## src/rtl/picorv_pcpi_issue_pkg.sv

```systemverilog
// Shared definitions for the PCPI issue stage: FSM states, instruction field offsets
// and the prefix encoding that marks a 4-byte instruction.
package picorv_pcpi_issue_pkg;

    typedef enum logic [1:0] {
        ST_IDLE   = 2'd0,
        ST_DECODE = 2'd1,
        ST_EXEC   = 2'd2,
        ST_TRAP   = 2'd3
    } state_t;

    localparam int unsigned REG_AW  = 5;
    localparam int unsigned RD_LSB  = 7;
    localparam int unsigned RS1_LSB = 15;
    localparam int unsigned RS2_LSB = 20;
    localparam int unsigned RS3_LSB = 27;

    localparam logic [1:0] PREFIX_LEN32 = 2'b11;

    // Byte length of an instruction from the low prefix bits.
    function automatic logic [2:0] insn_bytes(input logic [1:0] len);
        return (len == PREFIX_LEN32) ? 3'd4 : 3'd2;
    endfunction

endpackage

```

## src/rtl/picorv_pcpi_issue_timer.sv

```systemverilog
// Counts EXEC cycles since the last decode; flags the cycle in which the limit is reached.
module picorv_pcpi_issue_timer
    import picorv_pcpi_issue_pkg::*;
#(
    parameter int unsigned TIMEOUT = 15
) (
    input  logic clock,
    input  logic resetn,
    input  logic clear,
    input  logic enable,
    output logic expired_c
);

    localparam int unsigned CW = (TIMEOUT > 1) ? $clog2(TIMEOUT) : 1;
    localparam logic [CW-1:0] LAST = (TIMEOUT == 0) ? '0 : CW'(TIMEOUT - 1);

    logic [CW-1:0] count;

    always_ff @(posedge clock or negedge resetn) begin
        if (!resetn) begin
            count <= '0;
        end else if (clear) begin
            count <= '0;
        end else if (enable) begin
            count <= count + CW'(1);
        end
    end

    // Fires during the TIMEOUT-th enabled cycle; TIMEOUT of zero never fires.
    assign expired_c = (TIMEOUT != 0) && enable && (count == LAST);

endmodule

```

## src/rtl/picorv_pcpi_issue.sv

```systemverilog
// PCPI initiator: takes one fetched instruction at a time, broadcasts decode, presents
// operands until a responder is ready, then retires (writeback, PC update, redirect) or traps.
module picorv_pcpi_issue
    import picorv_pcpi_issue_pkg::*;
#(
    parameter int unsigned     XLEN     = 32,
    parameter int unsigned     ILEN     = 32,
    parameter logic [XLEN-1:0] RESET_PC = '0,
    parameter int unsigned     TIMEOUT  = 15,
    parameter bit              RS3_EN   = 1'b0
) (
    input  logic                clock,
    input  logic                resetn,
    input  logic                fetch_valid,
    output logic                fetch_ready,
    input  logic [ILEN-1:0]     fetch_insn,
    input  logic [15:0]         fetch_prefix,
    output logic [XLEN-1:0]     fetch_pc,
    output logic                fetch_redirect,
    output logic                decode_valid,
    output logic [ILEN-1:0]     decode_insn,
    output logic [15:0]         decode_prefix,
    output logic                pcpi_valid,
    output logic [ILEN-1:0]     pcpi_insn,
    output logic [15:0]         pcpi_prefix,
    output logic [XLEN-1:0]     pcpi_pc,
    output logic                pcpi_rs1_valid,
    output logic                pcpi_rs2_valid,
    output logic                pcpi_rs3_valid,
    output logic [XLEN-1:0]     pcpi_rs1_data,
    output logic [XLEN-1:0]     pcpi_rs2_data,
    output logic [XLEN-1:0]     pcpi_rs3_data,
    input  logic                pcpi_ready,
    output logic                pcpi_wb_valid,
    input  logic                pcpi_wb_write,
    input  logic [XLEN-1:0]     pcpi_wb_data,
    input  logic                pcpi_br_enable,
    input  logic [XLEN-1:0]     pcpi_br_nextpc,
    output logic [REG_AW-1:0]   rf_raddr1,
    output logic [REG_AW-1:0]   rf_raddr2,
    output logic [REG_AW-1:0]   rf_raddr3,
    input  logic [XLEN-1:0]     rf_rdata1,
    input  logic [XLEN-1:0]     rf_rdata2,
    input  logic [XLEN-1:0]     rf_rdata3,
    output logic                rf_wen,
    output logic [REG_AW-1:0]   rf_waddr,
    output logic [XLEN-1:0]     rf_wdata,
    output logic                retire,
    output logic                trap
);

    state_t              state;
    logic [ILEN-1:0]     insn_q;
    logic [15:0]         prefix_q;
    logic [XLEN-1:0]     pc_q;
    logic                exec_q;
    logic [REG_AW-1:0]   rd;
    logic                expired_c;

    assign rd = insn_q[RD_LSB +: REG_AW];

    picorv_pcpi_issue_timer #(
        .TIMEOUT (TIMEOUT)
    ) u_timer (
        .clock     (clock),
        .resetn    (resetn),
        .clear     (state == ST_DECODE),
        .enable    (state == ST_EXEC),
        .expired_c (expired_c)
    );

    // Latched instruction feeds both the decode broadcast and the operand phase.
    assign decode_insn    = insn_q;
    assign decode_prefix  = prefix_q;
    assign pcpi_insn      = insn_q;
    assign pcpi_prefix    = prefix_q;
    assign pcpi_pc        = pc_q;
    assign pcpi_valid     = exec_q;
    assign pcpi_rs1_valid = exec_q;
    assign pcpi_rs2_valid = exec_q;
    assign pcpi_rs3_valid = exec_q & RS3_EN;
    assign pcpi_wb_valid  = exec_q;

    always_ff @(posedge clock or negedge resetn) begin
        if (!resetn) begin
            state          <= ST_IDLE;
            fetch_ready    <= 1'b0;
            fetch_pc       <= RESET_PC;
            fetch_redirect <= 1'b0;
            decode_valid   <= 1'b0;
            insn_q         <= '0;
            prefix_q       <= '0;
            pc_q           <= '0;
            exec_q         <= 1'b0;
            pcpi_rs1_data  <= '0;
            pcpi_rs2_data  <= '0;
            pcpi_rs3_data  <= '0;
            rf_raddr1      <= '0;
            rf_raddr2      <= '0;
            rf_raddr3      <= '0;
            rf_wen         <= 1'b0;
            rf_waddr       <= '0;
            rf_wdata       <= '0;
            retire         <= 1'b0;
            trap           <= 1'b0;
        end else begin
            decode_valid   <= 1'b0;
            retire         <= 1'b0;
            fetch_redirect <= 1'b0;
            rf_wen         <= 1'b0;
            case (state)
                ST_IDLE: begin
                    if (fetch_valid && fetch_ready) begin
                        state        <= ST_DECODE;
                        fetch_ready  <= 1'b0;
                        decode_valid <= 1'b1;
                        insn_q       <= fetch_insn;
                        prefix_q     <= fetch_prefix;
                        pc_q         <= fetch_pc;
                        rf_raddr1    <= fetch_insn[RS1_LSB +: REG_AW];
                        rf_raddr2    <= fetch_insn[RS2_LSB +: REG_AW];
                        rf_raddr3    <= RS3_EN ? fetch_insn[RS3_LSB +: REG_AW] : '0;
                    end else begin
                        fetch_ready  <= 1'b1;
                    end
                end
                ST_DECODE: begin
                    // Register read data follows the address presented during decode.
                    state         <= ST_EXEC;
                    exec_q        <= 1'b1;
                    pcpi_rs1_data <= rf_rdata1;
                    pcpi_rs2_data <= rf_rdata2;
                    pcpi_rs3_data <= RS3_EN ? rf_rdata3 : '0;
                end
                ST_EXEC: begin
                    if (pcpi_ready) begin
                        state          <= ST_IDLE;
                        exec_q         <= 1'b0;
                        fetch_ready    <= 1'b1;
                        retire         <= 1'b1;
                        rf_wen         <= pcpi_wb_write && (rd != '0);
                        rf_waddr       <= rd;
                        rf_wdata       <= pcpi_wb_data;
                        fetch_redirect <= pcpi_br_enable;
                        fetch_pc       <= pcpi_br_enable ? (pcpi_br_nextpc & ~XLEN'(1))
                                                         : pc_q + XLEN'(insn_bytes(prefix_q[1:0]));
                    end else if (expired_c) begin
                        state  <= ST_TRAP;
                        exec_q <= 1'b0;
                        trap   <= 1'b1;
                    end
                end
                default: begin
                    trap <= 1'b1;
                end
            endcase
        end
    end

endmodule

```

## config.mk

```make
export PLATFORM = sky130hd
export DESIGN_NAME = picorv_pcpi_issue
export DESIGN_NICKNAME = d
export VERILOG_FILES = /design/src/rtl/picorv_pcpi_issue_pkg.sv /design/src/rtl/picorv_pcpi_issue_timer.sv /design/src/rtl/picorv_pcpi_issue.sv
export SDC_FILE = /design/constraint.sdc
export NUM_CORES = 1
export LEC_CHECK = 0
export ABC_AREA = 1
export CORE_AREA = 4 4 207 209
export CTS_CLUSTER_SIZE = 24
export DETAILED_ROUTE_END_ITERATION = 8
export DIE_AREA = 0 0 211 213
export MAX_ROUTING_LAYER = met4
export PLACE_DENSITY = 0.57
export SLEW_MARGIN = 0
export SYNTH_ARGS = -nofsm -noshare
export SYNTH_HDL_FRONTEND = slang
export SYNTH_HIERARCHICAL = 1
export SYNTH_SLANG_ARGS = --single-unit
```

## constraint.sdc

```tcl
create_clock -name clock -period 1.9 [get_ports clock]
set_clock_uncertainty 0.1 [all_clocks]
set_input_delay 0.285 -clock clock [delete_from_list [all_inputs] [get_ports clock]]
set_output_delay 0.285 -clock clock [all_outputs]
set_load 0.01 [all_outputs]
```

==> impl_results.md <==
* Outcome: finished clean
* Logic gate share of total power at 0.473
* Final ANT Viol Nets at 0
* Largest net degree at the start of global routing at 67
* Core area at about 41,000 sq um
* Largest family of logic cells by synthesized area: simple AND/OR/NAND/NOR gates
* Hold crit path type: in2async
* Num rows at 74
* Psw at between 0.01 and 0.015 W
* Starting Density at 0.258
* Final WS setup at 0.0181 ns
* Post-Synth Adder-Cell Area at 0.0102
* Post-synthesis compound-gate area fraction at 0.0453
* Type of origin of the critical path: flip-flop
* Post-DP Area at 15,600 sq um
* Die X at 211 microns
* Vias in the first global route at 9,936
* Endpoints failing hold at 0
* CP endpoint kind: flip-flop
* Detailed Route WL at 39.2 mm
* Yosys warns at 6
* Routed vias at 9,854
* Mean Syn Cell Area at 8.07 sq um
* TritonCTS Buffers at 27
* Slew Limit Fails at 0
* Worst-case reg-to-reg path depth at 12
* CP max FO at 5
* Setup-failing EPs final at 0
* DP Cell Count at roughly 2.2k
* Final instance area at 16,700 sq um
* Critical path's top delay family: simple AND/OR/NAND/NOR gates
* Die Y at 213 microns
* Fmax at 531 MHz
* Layout cell share with drive strength beyond 1 at 0.0963
* Cell Count, Final, Fillers Out at ~2.3k
* DRT Pass-1 Iters at 5
* Dpl hpwl at a little under 30 mm
* RSZ-0062 raised after global routing: true
* Setup WS pre-CTS at -0.0471 ns
* Sequential area share after synthesis at 0.538
* EDFF count, synth at 0
* Seq pwr share at 0.335
* Data required, critical path at 2.25 ns
* Hold Worst Slack at 0.108 ns
* Worst path most repeated cell: nand2_1
* VDD IR max at 0.934 mV
* Slowest-stage cell, CP: dfrtp_1
* Count of cell types in the netlist at 34
* # nets final at 1,981
* DR iter-0 viols at 507
* Max Cap Viol at 0
* Initial antenna violation count at 3
* Synth Area in XOR/XNOR at 0.000832
* Most frequent cells in the layout: 642 x nand2_1, 264 x clkdlybuf4s50_1, 217 x dfrtp_1
* Post-synth ARST share at 1.00
* Layout area overhead at 58.6%
* Critical path class: reg2reg
* Clock Power Share at 0.192
* CTS tree: yes
* CTS root buf: clkbuf_16
* R2R setup slack at 0.02 ns
* Ports at between 500 and 600
* Main synth FF type: dfrtp_1
* RD Place Congestion at 0.859
* H-tree levels at 1
* Mux cell area share after synthesis at 0
* Worst Path Buf+Inv at 2
* Seq cells post-synth at 226
* Simple-Gate Fraction of Synth Area at 0.291
* Final period util at 0.991
* Wire per inst at 17.0 microns
* Sw Ratio at 0.387
* Worst-path cell chain: nand2_2, inv_1, ha_1, nand3_1, nand2_4, inv_2, nor2_4, nand2_1, nand2_1, nand3_1, nand2_1, nand2_1
* Tmin final at 1.88 ns
* Number of port buffers at 461
* Total track usage at 0.171
* Vias per cell at 4.26
* Crit path largest cell delay at ~0.40 ns
* First-pass GRT wire length at 59.0 mm
* Post-Synthesis Cells at 1,304
* Clock Pin Slew Worst Setup and Hold Paths at roughly 0.060 ns
* Clock Path Buffers at 3
* Clk sink count at 226
* Arr. time, crit path at approximately 2.2 ns
* Total grt overflow at 0
* R2r startpoint: decode_prefix[1]
* Int Pwr at 0.0159 W
* Worst R2R End: fetch_pc[28]
* Commonest non-fill, non-tap cell in the layout: nand2_1
* Leak at 8.95 nW
* Post-Syn Area at 10,500 sq um
* Drc violations at 0
* Die area at 44,900 sq um
* Clock latency on the worst-skew pair at 0.55 ns
* Power Density at 1550 nW/um^2
sequential cells by signal, indices dropped and copies added (netlist names), 2 cells and up:
name           cells
pcpi_rs1_data     32
rf_waddr           5
rf_raddr2          4
state              2
fetch_pc          32
pcpi_rs2_data     32
u_timer/count      4
decode_insn       24
pcpi_pc           32
rf_wdata          32
rf_raddr1          4
decode_prefix     16
cell families (layout without fill, tap and decap cells):
| kind of cell | count (synthesis) | in the layout |
|---|---|---|
| compound gates | 87 | 87 |
| xor+xnor | 1 | 1 |
| fa+ha+maj | 8 | 8 |
| buf+inv | 214 | 649 |
| flops | 226 | 226 |
| other cells | 1 | 41 |
| simple gates | 767 | 767 |
metrics by stage:
stage	TNS [ns]	power (W)	utilization
after floorplan	0	0.0144	-
after global placement	-0.0754	0.0217	0.381
after detailed placement	-0.0907	0.0219	0.381
after CTS	0	0.0264	0.401
after global routing	-1.15	0.0278	0.409
final	0	0.0259	0.409
worst max-delay path by stage:
| stage | start | end | cells past startpoint |
|---|---|---|---|
| 2_1_floorplan | decode_prefix[0] | fetch_pc[25] | 11 |
| 3_3_place_gp | decode_prefix[0] | fetch_pc[26] | 12 |
| 3_5_place_dp | decode_prefix[0] | fetch_pc[26] | 12 |
| 4_1_cts | rf_raddr1[2] | decode_insn[17] | 1 |
| 5_1_grt | decode_prefix[1] | fetch_pc[24] | 12 |
| 6_report | decode_prefix[1] | fetch_pc[28] | 12 |
cell type report:
cell class	instances	area (sq um)
fill	4169	24100
sequential	226	5670
timing repair buffer	534	5310
multi-input combinational	901	3930
clock buffer	39	771
tap	532	666
inverter	69	265
clock inverter	7	66.3
antenna	3	7.51
worst reg2reg max path: cells and delay by family (launching register included):
kind,cells,cell delay (ns)
buf+inv,2,0.16
simple gates,9,0.84
flops,1,0.40
fa+ha+maj,1,0.30
power by group through the flow:
stage	clock network (W)	registers (W)	logic, W
5_1_grt	0.00535	0.00900	0.0134
3_3_place_gp	0	0.00878	0.0130
4_1_cts	0.00514	0.00871	0.0126
3_5_place_dp	0	0.00885	0.0131
6_report	0.00497	0.00866	0.0123
2_1_floorplan	0	0.00958	0.00478
per-layer routing:
layer  up-vias  GRT usage  routed length [microns]
met5         -          -                        0
met3        48     0.0574                     3500
met4         0     0.0342                      752
met1      4640      0.216                    16500
li1       4798          -                        -
met2       368      0.270                    18500
cells in the mapped netlist, types with 4 or more instances:
library cell / count / area, sq um
a21oi_1: 14 / 70.1
a22oi_1: 9 / 67.6
buf_2: 19 / 95.1
buf_4: 100 / 751
clkbuf_1: 23 / 86.3
dfrtp_1: 226 / 5660
ha_1: 7 / 87.6
inv_1: 60 / 225
inv_2: 9 / 33.8
nand2_1: 646 / 2420
nand3_1: 38 / 190
nand3b_1: 4 / 30.0
nor2_1: 51 / 191
nor2_2: 7 / 43.8
nor2_4: 5 / 56.3
nor3_1: 4 / 20.0
o21ai_0: 52 / 260
o21ai_1: 4 / 20.0
timing repair:
item,CTS,global route
endpoints found under the hold margin,226,0
pin swaps,0,14
setup endpoints to repair,142,95
gates resized for setup,139,105
buffers inserted,15,2
hold buffers,1,0
(Power assumes the default switching activity.)
